**src/rtl/riscv_pkg.sv**
```systemverilog
// Shared RISC-V core definitions: datapath width, load/store funct3 encodings,
// the memory-stage FSM state type and the store-lane helpers.
package riscv_pkg;

  localparam int REG_WIDTH = 32;

  localparam logic [2:0] F3_B  = 3'b000;
  localparam logic [2:0] F3_H  = 3'b001;
  localparam logic [2:0] F3_W  = 3'b010;
  localparam logic [2:0] F3_BU = 3'b100;
  localparam logic [2:0] F3_HU = 3'b101;

  typedef enum logic [1:0] {
    IDLE = 2'd0,
    REQ  = 2'd1,
    WAIT = 2'd2
  } mem_state_t;

  // funct3[1:0] is the access size; unused size encodings are treated as words.
  function automatic logic is_misaligned(input logic [2:0] funct3, input logic [1:0] off);
    logic r;
    case (funct3[1:0])
      2'b00:   r = 1'b0;
      2'b01:   r = off[0];
      default: r = (off != 2'b00);
    endcase
    return r;
  endfunction

  function automatic logic [3:0] store_strb(input logic [2:0] funct3, input logic [1:0] off);
    logic [3:0] r;
    case (funct3[1:0])
      2'b00:   r = 4'b0001 << off;
      2'b01:   r = 4'b0011 << off;
      default: r = 4'b1111;
    endcase
    return r;
  endfunction

  function automatic logic [REG_WIDTH-1:0] store_data(input logic [2:0] funct3,
                                                      input logic [REG_WIDTH-1:0] data);
    logic [REG_WIDTH-1:0] r;
    case (funct3[1:0])
      2'b00:   r = {4{data[7:0]}};
      2'b01:   r = {2{data[15:0]}};
      default: r = data;
    endcase
    return r;
  endfunction

endpackage

```
**src/rtl/load_align.sv**
```systemverilog
// Selects the addressed byte/halfword of a load response word and sign- or
// zero-extends it to the register width.
module load_align
  import riscv_pkg::*;
(
  input  logic [REG_WIDTH-1:0] i_dmem_rdata,
  input  logic [1:0]           i_addr_lo,
  input  logic [2:0]           i_funct3,
  output logic [REG_WIDTH-1:0] o_result
);

  logic [7:0]  w_byte;
  logic [15:0] w_half;

  always_comb begin
    w_byte = 8'h00;
    case (i_addr_lo)
      2'd0: w_byte = i_dmem_rdata[7:0];
      2'd1: w_byte = i_dmem_rdata[15:8];
      2'd2: w_byte = i_dmem_rdata[23:16];
      2'd3: w_byte = i_dmem_rdata[31:24];
      default: w_byte = 8'h00;
    endcase
    w_half = i_addr_lo[1] ? i_dmem_rdata[31:16] : i_dmem_rdata[15:0];
  end

  always_comb begin
    o_result = i_dmem_rdata;
    case (i_funct3)
      F3_B:    o_result = {{(REG_WIDTH-8){w_byte[7]}}, w_byte};
      F3_H:    o_result = {{(REG_WIDTH-16){w_half[15]}}, w_half};
      F3_BU:   o_result = {{(REG_WIDTH-8){1'b0}}, w_byte};
      F3_HU:   o_result = {{(REG_WIDTH-16){1'b0}}, w_half};
      default: o_result = i_dmem_rdata;
    endcase
  end

endmodule

```
**src/rtl/stage_mem.sv**
```systemverilog
// MEM pipeline stage: issues data-memory requests, stalls while an access is in
// flight, aligns load data and registers the MEM/WB fields.
module stage_mem #(
  parameter int REG_WIDTH = riscv_pkg::REG_WIDTH
) (
  input  logic                 clk,
  input  logic                 reset_n,
  input  logic                 EX_MEM_valid,
  input  logic [REG_WIDTH-1:0] EX_MEM_alu_out,
  input  logic [REG_WIDTH-1:0] EX_MEM_store_data,
  input  logic                 EX_MEM_mem_read,
  input  logic                 EX_MEM_mem_write,
  input  logic [2:0]           EX_MEM_funct3,
  input  logic [4:0]           EX_MEM_rd,
  input  logic                 EX_MEM_reg_write_en,
  output logic                 dmem_req_valid,
  input  logic                 dmem_req_ready,
  output logic [REG_WIDTH-1:0] dmem_addr,
  output logic                 dmem_we,
  output logic [REG_WIDTH-1:0] dmem_wdata,
  output logic [3:0]           dmem_wstrb,
  input  logic                 dmem_rsp_valid,
  input  logic [REG_WIDTH-1:0] dmem_rdata,
  output logic                 mem_stall,
  output logic                 MEM_WB_valid,
  output logic [REG_WIDTH-1:0] MEM_WB_alu_out,
  output logic                 MEM_WB_reg_wb_sel,
  output logic [4:0]           MEM_WB_rd,
  output logic                 MEM_WB_reg_write_en,
  output logic                 MEM_WB_misalign
);

  import riscv_pkg::*;

  mem_state_t           r_state;
  logic                 r_req_valid;
  logic [REG_WIDTH-1:0] r_addr;
  logic                 r_we;
  logic [REG_WIDTH-1:0] r_wdata;
  logic [3:0]           r_wstrb;
  logic [1:0]           r_ld_off;
  logic [2:0]           r_ld_funct3;

  logic                 w_is_mem;
  logic                 w_misalign;
  logic                 w_start;
  logic [REG_WIDTH-1:0] w_load_result;

  assign w_is_mem   = EX_MEM_mem_read | EX_MEM_mem_write;
  assign w_misalign = EX_MEM_valid & w_is_mem & is_misaligned(EX_MEM_funct3, EX_MEM_alu_out[1:0]);
  assign w_start    = EX_MEM_valid & w_is_mem & ~w_misalign;

  assign dmem_req_valid = r_req_valid;
  assign dmem_addr      = r_addr;
  assign dmem_we        = r_we;
  assign dmem_wdata     = r_wdata;
  assign dmem_wstrb     = r_wstrb;

  load_align u_load_align (
    .i_dmem_rdata (dmem_rdata),
    .i_addr_lo    (r_ld_off),
    .i_funct3     (r_ld_funct3),
    .o_result     (w_load_result)
  );

  // A store releases the pipeline in the same cycle it is accepted.
  always_comb begin
    mem_stall = 1'b0;
    case (r_state)
      IDLE:    mem_stall = w_start;
      REQ:     mem_stall = ~(dmem_req_ready & r_we);
      WAIT:    mem_stall = ~dmem_rsp_valid;
      default: mem_stall = 1'b0;
    endcase
  end

  always_ff @(posedge clk) begin
    if (!reset_n) begin
      r_state     <= IDLE;
      r_req_valid <= 1'b0;
      r_addr      <= '0;
      r_we        <= 1'b0;
      r_wdata     <= '0;
      r_wstrb     <= 4'b0000;
      r_ld_off    <= 2'b00;
      r_ld_funct3 <= 3'b000;
    end else begin
      case (r_state)
        IDLE: begin
          if (w_start) begin
            r_state     <= REQ;
            r_req_valid <= 1'b1;
            r_addr      <= {EX_MEM_alu_out[REG_WIDTH-1:2], 2'b00};
            r_we        <= EX_MEM_mem_write;
            r_wdata     <= EX_MEM_mem_write ? store_data(EX_MEM_funct3, EX_MEM_store_data) : '0;
            r_wstrb     <= EX_MEM_mem_write ? store_strb(EX_MEM_funct3, EX_MEM_alu_out[1:0]) : 4'b0000;
            r_ld_off    <= EX_MEM_alu_out[1:0];
            r_ld_funct3 <= EX_MEM_funct3;
          end
        end
        REQ: begin
          if (dmem_req_ready) begin
            r_req_valid <= 1'b0;
            r_state     <= r_we ? IDLE : WAIT;
          end
        end
        WAIT: begin
          if (dmem_rsp_valid) begin
            r_state <= IDLE;
          end
        end
        default: r_state <= IDLE;
      endcase
    end
  end

  // Completing loads are the only entries that leave the stage from WAIT.
  always_ff @(posedge clk) begin
    if (!reset_n || mem_stall || !EX_MEM_valid) begin
      MEM_WB_valid        <= 1'b0;
      MEM_WB_alu_out      <= '0;
      MEM_WB_reg_wb_sel   <= 1'b0;
      MEM_WB_rd           <= 5'd0;
      MEM_WB_reg_write_en <= 1'b0;
      MEM_WB_misalign     <= 1'b0;
    end else begin
      MEM_WB_valid        <= 1'b1;
      MEM_WB_alu_out      <= (r_state == WAIT) ? w_load_result : EX_MEM_alu_out;
      MEM_WB_reg_wb_sel   <= (r_state == WAIT);
      MEM_WB_rd           <= EX_MEM_rd;
      MEM_WB_reg_write_en <= EX_MEM_reg_write_en & ~w_misalign;
      MEM_WB_misalign     <= w_misalign;
    end
  end

endmodule

```
**config.mk**
```make
export PLATFORM = sky130hd
export DESIGN_NAME = stage_mem
export DESIGN_NICKNAME = d
export VERILOG_FILES = /design/src/rtl/riscv_pkg.sv /design/src/rtl/load_align.sv /design/src/rtl/stage_mem.sv
export SDC_FILE = /design/constraint.sdc
export NUM_CORES = 1
export LEC_CHECK = 0
export BUFFER_PORTS_ARGS = -buffer_cell sky130_fd_sc_hd__clkbuf_2
export CAP_MARGIN = 20
export CORE_MARGIN = 4
export CORE_UTILIZATION = 47
export DETAILED_ROUTE_END_ITERATION = 12
export HOLD_SLACK_MARGIN = 0.08
export PLACE_DENSITY = 0.8
export SYNTH_ARGS = -nofsm -noshare
export SYNTH_HDL_FRONTEND = slang
export SYNTH_SLANG_ARGS = --single-unit
```
**constraint.sdc**
```tcl
create_clock -name clk -period 2.14 [get_ports clk]
set_input_delay 0.214 -clock clk [delete_from_list [all_inputs] [get_ports clk]]
set_output_delay 0.214 -clock clk [all_outputs]
set_load 0.005 [all_outputs]
```
==> report_table.html, run 1 <==
<table>
<tr><th>Metric</th><th>Value</th></tr>
<tr><th colspan="2">Outcome</th></tr>
<tr><td>Result of the run</td><td>finished, final reports clean</td></tr>
<tr><th colspan="2">Timing</th></tr>
<tr><td>Number of endpoints failing setup at the final stage</td><td>0</td></tr>
<tr><td>Worst relative slew slack</td><td>56.0%</td></tr>
<tr><td>Part of the cycle the worst path needs</td><td>96.3%</td></tr>
<tr><td>F_max</td><td>485 MHz</td></tr>
<tr><td>Worst-Margin Slew</td><td>0.659 ns</td></tr>
<tr><td>Setup tns final</td><td>0 ns</td></tr>
<tr><td>Hold violation count in the final report</td><td>0</td></tr>
<tr><td>Final Slew Violations</td><td>0</td></tr>
<tr><td>Setup skew after layout</td><td>0.0133 ns</td></tr>
<tr><td>RSZ-0062 raised after global routing</td><td>no</td></tr>
<tr><td>Final Worst Setup Slack</td><td>0.0790 ns</td></tr>
<tr><td>Minimum clock period after layout</td><td>2.06 ns</td></tr>
<tr><th colspan="2">Yosys</th></tr>
<tr><td>Register area share after synthesis</td><td>45.9%</td></tr>
<tr><td>Per-instance average area after synthesis</td><td>9.56 um2</td></tr>
<tr><td>Post-Syn Area</td><td>5060 um2</td></tr>
<tr><td>Most used flip-flop cell after synthesis</td><td>sky130_fd_sc_hd__dfxtp_1</td></tr>
<tr><td>Cells after synthesis</td><td>529</td></tr>
<tr><td>Async set or reset register ratio after synthesis</td><td>0%</td></tr>
<tr><td>Flop and latch count out of synthesis</td><td>116</td></tr>
<tr><td>Count of flip-flops with a built-in enable after synthesis</td><td>0</td></tr>
<tr><td>Unique cell type count in the Yosys netlist</td><td>47</td></tr>
<tr><td>Number of warnings issued by yosys</td><td>0</td></tr>
<tr><th colspan="2">CTS</th></tr>
<tr><td>Sink Count</td><td>116</td></tr>
<tr><td>Buffers from clock root to sink, at most</td><td>2</td></tr>
<tr><td>Clk root buf</td><td>sky130_fd_sc_hd__clkbuf_8</td></tr>
<tr><td>Level count of the clock H-tree</td><td>4</td></tr>
<tr><td>Num CTS Buffers</td><td>17</td></tr>
<tr><td>CTS tree</td><td>done</td></tr>
<tr><td>Register clock-pin slew on the reported worst setup and hold paths</td><td>0.05 ns</td></tr>
<tr><td>Setup Fix Bufs, Post-CTS</td><td>0</td></tr>
<tr><td>Clock latency reported for the late side of the worst-skew pair</td><td>0.53 ns</td></tr>
<tr><th colspan="2">Detailed routing</th></tr>
<tr><td>Number of vias per cell after detailed routing</td><td>5.57</td></tr>
<tr><td>Number of detailed-route iterations in the first pass</td><td>5</td></tr>
<tr><td>Total number of vias</td><td>5,523</td></tr>
<tr><td>Aggregate routed wire length</td><td>19,700 um</td></tr>
<tr><td>Wire length on met1</td><td>7200 um</td></tr>
<tr><td>Top sig layer</td><td>met4</td></tr>
<tr><td>Routed wl met2</td><td>9710 um</td></tr>
<tr><td>Iteration-0 DRC Markers</td><td>590</td></tr>
<tr><td>WL/cell</td><td>19.9 um</td></tr>
<tr><td>Remaining number of nets flagged by the antenna check after routing</td><td>0</td></tr>
<tr><td>Detailed-routed wire length on met3</td><td>1730 um</td></tr>
<tr><td>Remaining routing DRC violations</td><td>0</td></tr>
<tr><th colspan="2">Setup path</th></tr>
<tr><td>Reg-to-reg critical path endpoint</td><td>MEM_WB_alu_out[5]</td></tr>
<tr><td>Family with the most delay on the worst path</td><td>buffers and inverters</td></tr>
<tr><td>Startpoint type of the worst setup path</td><td>primary input</td></tr>
<tr><td>Worst flop-to-flop path startpoint</td><td>r_ld_off[1]</td></tr>
<tr><td>Endpoint kind of the worst setup timing path</td><td>output pin</td></tr>
<tr><td>Crit-path cells</td><td>dlygate4sd3_1 &gt; clkbuf_2 &gt; o21a_1 &gt; o211ai_4 &gt; buf_6 &gt; nand2_1 &gt; clkbuf_2</td></tr>
<tr><td>Cell count along the critical path</td><td>7</td></tr>
<tr><td>Max Fanout on Critical Path</td><td>37</td></tr>
<tr><td>Data arrival, critical path</td><td>1.85 ns</td></tr>
<tr><td>Count of buffer and inverter cells on the critical path</td><td>4</td></tr>
<tr><td>Slowest cell on crit path</td><td>sky130_fd_sc_hd__dlygate4sd3_1</td></tr>
<tr><td>Critical Setup Path Class</td><td>primary input to output pin</td></tr>
<tr><td>Reg2Reg Setup Slack</td><td>0.22 ns</td></tr>
<tr><td>CP Data Required Time</td><td>1.93 ns</td></tr>
<tr><td>Top cell by count, worst path</td><td>sky130_fd_sc_hd__clkbuf_2</td></tr>
<tr><td>Slowest Stage Delay on Critical Path</td><td>0.58 ns</td></tr>
<tr><td>R2r worst-path depth</td><td>4</td></tr>
<tr><th colspan="2">Min path</th></tr>
<tr><td>Critical hold path startpoint</td><td>dmem_rdata[5]</td></tr>
<tr><td>Cell depth of the worst min-delay path</td><td>3</td></tr>
<tr><td>Hold endpoint</td><td>MEM_WB_alu_out[5]</td></tr>
<tr><td>Tightest Hold Check Type</td><td>primary input to flip-flop</td></tr>
<tr><th colspan="2">Global routing</th></tr>
<tr><td>Global-route wire length before repair</td><td>31,300 um</td></tr>
<tr><td>Antenna violations before repair</td><td>0</td></tr>
<tr><td>Total track usage</td><td>31.6%</td></tr>
<tr><td>Largest net degree at the start of global routing</td><td>38</td></tr>
<tr><td>Overflow left after global routing</td><td>0</td></tr>
<tr><td>Number of global-route vias before repair</td><td>5,734</td></tr>
<tr><th colspan="2">Die</th></tr>
<tr><td>Die Area</td><td>12,500 um2</td></tr>
<tr><td>Initial core utilization</td><td>48.6%</td></tr>
<tr><td>Die extent in y</td><td>112 um</td></tr>
<tr><td>Placement Rows</td><td>37</td></tr>
<tr><td>Core Area</td><td>10,400 um2</td></tr>
<tr><td>Floorplan die width</td><td>112 um</td></tr>
<tr><td>Top-Level Pins</td><td>224</td></tr>
<tr><th colspan="2">Power</th></tr>
<tr><td>Net switching component of the power</td><td>1.47 mW</td></tr>
<tr><td>Sequential cell fraction of total power</td><td>41.2%</td></tr>
<tr><td>Static power due to leakage</td><td>3.47 nW</td></tr>
<tr><td>PD cells</td><td>724 nW/um2</td></tr>
<tr><td>Clock power share</td><td>43.2%</td></tr>
<tr><td>Switching share of power</td><td>26.1%</td></tr>
<tr><td>Power share of the combinational group</td><td>15.6%</td></tr>
<tr><td>Internal Power</td><td>4.16 mW</td></tr>
<tr><td>Maximum ir drop on the vdd rail</td><td>522 uV</td></tr>
<tr><td>Power, Total</td><td>5.62 mW</td></tr>
<tr><th colspan="2">Layout</th></tr>
<tr><td>Antenna diode count</td><td>0</td></tr>
<tr><td>Proportion of layout cells with a drive suffix above 1</td><td>36.7%</td></tr>
<tr><td>Relative area change from synthesis to final layout</td><td>53.5%</td></tr>
<tr><td>Fillcell total</td><td>696</td></tr>
<tr><td>Post-Route Utilization</td><td>74.5%</td></tr>
<tr><td>Highest-count cells in the layout ignoring fill and taps</td><td>sky130_fd_sc_hd__clkbuf_2 (221), sky130_fd_sc_hd__dfxtp_1 (116), sky130_fd_sc_hd__nand2_1 (107)</td></tr>
<tr><td>Final instance area</td><td>7760 um2</td></tr>
<tr><td>Net count reported at finish</td><td>956</td></tr>
<tr><td>Commonest non-fill, non-tap cell in the layout</td><td>sky130_fd_sc_hd__clkbuf_2</td></tr>
<tr><th colspan="2">Place</th></tr>
<tr><td>Post-Place Worst Slack</td><td>0.253 ns</td></tr>
<tr><td>Final weighted congestion in routability-driven placement</td><td>0.936</td></tr>
<tr><td>Cell Area, Placed</td><td>6250 um2</td></tr>
<tr><td>Detailed Place HPWL</td><td>12,400 um</td></tr>
<tr><td>Count of port buffers added during placement</td><td>221</td></tr>
<tr><th colspan="2">Run</th></tr>
<tr><td>Count of max-cap constraint violations</td><td>0</td></tr>
</table>
-- power by group through the flow --
| stage | clock (mW) | sequential (mW) | combinational, mW |
|---|---|---|---|
| finish | 2.43 | 2.32 | 0.877 |
| global route | 2.54 | 2.33 | 0.938 |
| CTS | 2.40 | 2.31 | 0.839 |
| detailed placement | 0 | 2.36 | 0.686 |
| global placement | 0 | 2.35 | 0.672 |
| floorplan | 0 | 2.35 | 0.360 |
-- worst min-delay path: stages --
cell                       delay, ns
sky130_fd_sc_hd__clkbuf_2       0.10
sky130_fd_sc_hd__a221oi_1       0.08
sky130_fd_sc_hd__nor3_1         0.16
-- flip-flops by register name, summed over array words and instances (netlist names), 2 cells and up --
register / cells
MEM_WB_rd: 5
r_state: 2
r_ld_off: 2
dmem_wstrb: 4
dmem_wdata: 32
r_ld_funct3: 3
MEM_WB_alu_out: 32
dmem_addr: 30
-- cell usage after synthesis, types with 3 or more instances --
cell / count / area, um2
sky130_fd_sc_hd__nor2_1: 31 / 116
sky130_fd_sc_hd__a21boi_1: 31 / 233
sky130_fd_sc_hd__buf_6: 4 / 45.0
sky130_fd_sc_hd__a221oi_1: 5 / 43.8
sky130_fd_sc_hd__a21boi_0: 5 / 37.5
sky130_fd_sc_hd__a211oi_2: 26 / 325
sky130_fd_sc_hd__a22o_1: 16 / 140
sky130_fd_sc_hd__buf_4: 10 / 75.1
sky130_fd_sc_hd__dfxtp_1: 116 / 2320
sky130_fd_sc_hd__o2bb2ai_1: 20 / 175
sky130_fd_sc_hd__a21oi_1: 7 / 35.0
sky130_fd_sc_hd__mux2_2: 12 / 135
sky130_fd_sc_hd__o21ai_0: 17 / 85.1
sky130_fd_sc_hd__nor3_1: 4 / 20.0
sky130_fd_sc_hd__and2_1: 14 / 87.6
sky130_fd_sc_hd__nor2b_1: 5 / 31.3
sky130_fd_sc_hd__clkbuf_1: 17 / 63.8
sky130_fd_sc_hd__mux2i_1: 27 / 270
sky130_fd_sc_hd__or3_1: 8 / 50.1
sky130_fd_sc_hd__inv_1: 3 / 11.3
sky130_fd_sc_hd__nand2_1: 107 / 402
sky130_fd_sc_hd__nand2b_1: 3 / 18.8
sky130_fd_sc_hd__buf_2: 11 / 55.1
-- cell families after synthesis --
| group | after synthesis | share of synthesized area (%) |
|---|---|---|
| AO/OA/AOI/OAI | 142 | 24.2 |
| AND/OR/NAND/NOR | 181 | 15.9 |
| other | 1 | 0.0741 |
| multiplexers | 42 | 8.83 |
| buffers and inverters | 47 | 5.09 |
| flip-flops | 116 | 45.9 |
-- worst max-delay path by stage --
stage | from | end | slack [ns]
floorplan | r_ld_funct3[0] | MEM_WB_alu_out[6] | 0.62
global placement | r_ld_off[1] | MEM_WB_alu_out[6] | 0.30
detailed placement | r_ld_off[1] | MEM_WB_alu_out[5] | 0.25
CTS | EX_MEM_valid | mem_stall | 0.009
global route | EX_MEM_valid | mem_stall | 0.005
finish | EX_MEM_valid | mem_stall | 0.08
-- final cells by class --
class                           instances  area [um2]  area share (%)
Inverter                                4        15.0           0.193
Multi-Input combinational cell        367        2490            32.1
Clock inverter                          5        27.5           0.355
Clock buffer                           26         468            6.03
Sequential cell                       116        2320            29.9
Timing Repair Buffer                  338        2270            29.2
Tap cell                              136         170            2.19
-- metal layers --
metal | track usage (%) | up-vias
met1 | 36.8 | 2583
met5 | 0 | -
met4 | 17.8 | 0
met2 | 52.8 | 355
met3 | 8.15 | 103
li1 | - | 2482
-- repair_timing --
| item | CTS | global route |
|---|---|---|
| setup endpoints to repair | 0 | 1 |
| hold buffers | 101 | 0 |
| resized for setup | 0 | 1 |
| hold endpoints to repair | 100 | 0 |
-- through the flow --
step	std cells	hold WS, ns
final	992	0.0997
after global routing	992	0.132
after CTS	992	0.0881
after detailed placement	860	0.422
after global placement	860	0.415
after floorplan	530	0.336
(Power assumes the default switching activity.)
==> run 2, diff against run 1 <==
--- a/config.mk
+++ b/config.mk
@@ -5,7 +5,7 @@
 export SDC_FILE = /design/constraint.sdc
 export NUM_CORES = 1
 export LEC_CHECK = 0
-export BUFFER_PORTS_ARGS = -buffer_cell sky130_fd_sc_hd__clkbuf_2
+export BUFFER_PORTS_ARGS = -buffer_cell sky130_fd_sc_hd__buf_2
 export CAP_MARGIN = 20
 export CORE_MARGIN = 4
 export CORE_UTILIZATION = 47
==> run 2 against run 1 <==
Maximum frequency down 0.67%. Register-to-register slack worse by 0.03 ns. First-iteration DRC count down 9.7%. Via count down 0.36%. Clock-buffer cell count down 3. Cell area up 1.9%. Sequential share of layout area down 0.54 points. Clock skew down 0.0072 ns. Global-route usage up 0.60 points. Sequential cell count unchanged. Power up 12%. Combinational power about the same. Critical path type unchanged. Critical endpoint unchanged. Largest power group unchanged.
==> report_table.html, run 2 (synthesized netlist as in run 1, its figures left out) <==
<table>
<tr><th>Metric</th><th>Value</th></tr>
<tr><th colspan="2">Detailed routing</th></tr>
<tr><td>Number of vias per cell after detailed routing</td><td>5.54 (-0.46%)</td></tr>
<tr><td>Remaining number of nets flagged by the antenna check after routing</td><td>0 (unchanged)</td></tr>
<tr><td>Iteration-0 DRC Markers</td><td>533 (-9.7%)</td></tr>
<tr><td>Detailed-routed wire length on met3</td><td>1650 um (-4.5%)</td></tr>
<tr><td>Total number of vias</td><td>5,503 (-0.36%)</td></tr>
<tr><td>Remaining routing DRC violations</td><td>0 (unchanged)</td></tr>
<tr><td>Routed wl met2</td><td>9930 um (+2.3%)</td></tr>
<tr><td>Top sig layer</td><td>met4</td></tr>
<tr><td>Wire length on met1</td><td>7380 um (+2.5%)</td></tr>
<tr><td>Number of detailed-route iterations in the first pass</td><td>5 (unchanged)</td></tr>
<tr><td>WL/cell</td><td>20.4 um (+2.4%)</td></tr>
<tr><td>Aggregate routed wire length</td><td>20,200 um (+2.5%)</td></tr>
<tr><th colspan="2">Timing</th></tr>
<tr><td>Setup tns final</td><td>0 ns (unchanged)</td></tr>
<tr><td>RSZ-0062 raised after global routing</td><td>no</td></tr>
<tr><td>Number of endpoints failing setup at the final stage</td><td>0 (unchanged)</td></tr>
<tr><td>Worst relative slew slack</td><td>53.4% (-2.6 points)</td></tr>
<tr><td>Setup skew after layout</td><td>0.00610 ns (-0.00721 ns)</td></tr>
<tr><td>Final Slew Violations</td><td>0 (unchanged)</td></tr>
<tr><td>Worst hold margin</td><td>0.109 ns (+0.00878 ns)</td></tr>
<tr><td>Final Worst Setup Slack</td><td>0.0650 ns (-0.0140 ns)</td></tr>
<tr><td>Minimum clock period after layout</td><td>2.07 ns (+0.0140 ns)</td></tr>
<tr><td>F_max</td><td>482 MHz (-0.67%)</td></tr>
<tr><td>Worst-Margin Slew</td><td>0.699 ns (+0.0392 ns)</td></tr>
<tr><td>Hold violation count in the final report</td><td>0 (unchanged)</td></tr>
<tr><td>Part of the cycle the worst path needs</td><td>97.0% (+0.65 points)</td></tr>
<tr><th colspan="2">Layout</th></tr>
<tr><td>Fillcell total</td><td>659 (-5.3%)</td></tr>
<tr><td>Relative area change from synthesis to final layout</td><td>56.3%</td></tr>
<tr><td>Proportion of layout cells with a drive suffix above 1</td><td>37.5% (+0.82 points)</td></tr>
<tr><td>Highest-count cells in the layout ignoring fill and taps</td><td>sky130_fd_sc_hd__buf_2 (221), sky130_fd_sc_hd__dfxtp_1 (116), sky130_fd_sc_hd__nand2_1 (107)</td></tr>
<tr><td>Final instance area</td><td>7910 um2 (+1.9%)</td></tr>
<tr><td>Net count reported at finish</td><td>955 (-0.10%)</td></tr>
<tr><td>Number of standard cells in the layout, taps in and fillers out</td><td>993 (+0.10%)</td></tr>
<tr><td>Commonest non-fill, non-tap cell in the layout</td><td>sky130_fd_sc_hd__buf_2</td></tr>
<tr><td>Post-Route Utilization</td><td>75.9% (+1.4 points)</td></tr>
<tr><th colspan="2">Global routing</th></tr>
<tr><td>Global-route wire length before repair</td><td>31,800 um (+1.6%)</td></tr>
<tr><td>Total track usage</td><td>32.2% (+0.60 points)</td></tr>
<tr><td>Overflow left after global routing</td><td>0 (unchanged)</td></tr>
<tr><td>Antenna violations before repair</td><td>1 (+1)</td></tr>
<tr><td>Largest net degree at the start of global routing</td><td>38 (unchanged)</td></tr>
<tr><td>Number of global-route vias before repair</td><td>5,928 (+3.4%)</td></tr>
<tr><th colspan="2">CTS</th></tr>
<tr><td>Register clock-pin slew on the reported worst setup and hold paths</td><td>0.06 ns (about the same)</td></tr>
<tr><td>Clock latency reported for the late side of the worst-skew pair</td><td>0.51 ns (-0.02 ns)</td></tr>
<tr><td>CTS tree</td><td>done</td></tr>
<tr><td>Level count of the clock H-tree</td><td>4 (unchanged)</td></tr>
<tr><td>Clk root buf</td><td>sky130_fd_sc_hd__clkbuf_8</td></tr>
<tr><td>Num CTS Buffers</td><td>17 (unchanged)</td></tr>
<tr><td>Buffers from clock root to sink, at most</td><td>2 (unchanged)</td></tr>
<tr><td>Sink Count</td><td>116 (unchanged)</td></tr>
<tr><th colspan="2">Power</th></tr>
<tr><td>Static power due to leakage</td><td>3.60 nW (+3.7%)</td></tr>
<tr><td>PD cells</td><td>799 nW/um2 (+10%)</td></tr>
<tr><td>Maximum ir drop on the vdd rail</td><td>440 uV (-16%)</td></tr>
<tr><td>Power, Total</td><td>6.31 mW (+12%)</td></tr>
<tr><th colspan="2">Setup path</th></tr>
<tr><td>Critical Setup Path Class</td><td>primary input to output pin</td></tr>
<tr><td>Endpoint kind of the worst setup timing path</td><td>output pin</td></tr>
<tr><td>Family with the most delay on the worst path</td><td>buffers and inverters</td></tr>
<tr><td>Startpoint type of the worst setup path</td><td>primary input</td></tr>
<tr><td>Slowest Stage Delay on Critical Path</td><td>0.56 ns (-0.02 ns)</td></tr>
<tr><td>Max Fanout on Critical Path</td><td>37 (unchanged)</td></tr>
<tr><td>Crit-path cells</td><td>dlygate4sd3_1 &gt; buf_2 &gt; o21a_1 &gt; o211ai_4 &gt; buf_6 &gt; nand2_1 &gt; buf_2</td></tr>
<tr><td>Slowest cell on crit path</td><td>sky130_fd_sc_hd__dlygate4sd3_1</td></tr>
<tr><td>CP Data Required Time</td><td>1.93 ns (about the same)</td></tr>
<tr><td>Top cell by count, worst path</td><td>sky130_fd_sc_hd__buf_2</td></tr>
<tr><td>Data arrival, critical path</td><td>1.86 ns (about the same)</td></tr>
<tr><td>Count of buffer and inverter cells on the critical path</td><td>4 (unchanged)</td></tr>
<tr><th colspan="2">Die</th></tr>
<tr><td>Core Area</td><td>10,400 um2 (unchanged)</td></tr>
<tr><td>Die Area</td><td>12,500 um2 (unchanged)</td></tr>
<tr><td>Placement Rows</td><td>37 (unchanged)</td></tr>
<tr><td>Top-Level Pins</td><td>224 (unchanged)</td></tr>
<tr><td>Die extent in y</td><td>112 um (unchanged)</td></tr>
<tr><td>Initial core utilization</td><td>48.6% (unchanged)</td></tr>
<tr><td>Floorplan die width</td><td>112 um (unchanged)</td></tr>
<tr><th colspan="2">Place</th></tr>
<tr><td>Count of port buffers added during placement</td><td>221 (unchanged)</td></tr>
<tr><td>Cell Area, Placed</td><td>6260 um2 (+0.12%)</td></tr>
<tr><td>Post-Place Worst Slack</td><td>0.264 ns (+0.0113 ns)</td></tr>
<tr><td>Number of instances in the placed design</td><td>861 (+0.12%)</td></tr>
<tr><td>Final weighted congestion in routability-driven placement</td><td>0.955 (+2.0%)</td></tr>
<tr><td>Detailed Place HPWL</td><td>12,300 um (-0.20%)</td></tr>
<tr><th colspan="2">Outcome</th></tr>
<tr><td>Result of the run</td><td>finished, final reports clean</td></tr>
<tr><th colspan="2">Min path</th></tr>
<tr><td>Tightest Hold Check Type</td><td>primary input to flip-flop</td></tr>
<tr><th colspan="2">Run</th></tr>
<tr><td>Count of max-cap constraint violations</td><td>0 (unchanged)</td></tr>
</table>
==> run 2: cell types whose count changed in the layout (fill, tap and decap cells not counted) <==
cell,previous run,this run
sky130_fd_sc_hd__clkbuf_8,3,5
sky130_fd_sc_hd__clkbuf_1,7,2
sky130_fd_sc_hd__buf_2,0,221
sky130_fd_sc_hd__buf_4,13,14
sky130_fd_sc_hd__dlygate4sd3_1,101,99
sky130_fd_sc_hd__clkinv_2,4,3
sky130_fd_sc_hd__diode_2,0,1
sky130_fd_sc_hd__clkbuf_2,221,0
sky130_fd_sc_hd__bufinv_16,0,5
==> run 2: final timing paths <==
kind / startpoint / endpoint / slack (ns) / cells past startpoint
max reg2reg: r_ld_off[1] / MEM_WB_alu_out[16] / 0.19 / 4
min: dmem_rdata[0] / MEM_WB_alu_out[0] / 0.11 / 3
min reg2reg: dmem_addr[13] / dmem_addr[13] / 0.45 / 2
max: EX_MEM_valid / mem_stall / 0.07 / 7
==> run 2: timing repair <==
action | in CTS | in global routing
setup buffers | 0 | 0
resized for setup | 0 | 1
endpoints found under the hold margin | 98 | 0
endpoints found under the setup margin | 0 | 1
hold buffers | 99 | 0
==> run 2: per-layer routing <==
metal	global-route usage (%)	vias up
li1	-	2481
met1	35.3	2558
met2	55.0	349
met3	9.18	115
met4	19.7	0
met5	0	-
==> run 2: area by class of cell <==
class | instances | area [um2] | share of cell area (%)
multi-input combinational | 367 | 2490 | 31.5
sequential | 116 | 2320 | 29.4
timing repair buffer | 337 | 2250 | 28.5
clock buffer | 23 | 477 | 6.03
clock inverter | 9 | 173 | 2.18
tap | 136 | 170 | 2.15
inverter | 4 | 15.0 | 0.190
antenna | 1 | 2.50 | 0.0317
==> run 2: tightest hold or removal path: stages <==
cell and delay (ns):
sky130_fd_sc_hd__buf_2 0.11, sky130_fd_sc_hd__a21oi_1 0.15, sky130_fd_sc_hd__a211oi_2 0.09
==> run 2: power by group <==
group          switching [mW]  leakage [nW]  internal, mW  total, mW
clock                   0.991         0.318          2.13       3.12
sequential             0.0560         0.945          2.26       2.32
combinational           0.451          2.34         0.429      0.880
total                    1.50          3.60          4.82       6.31
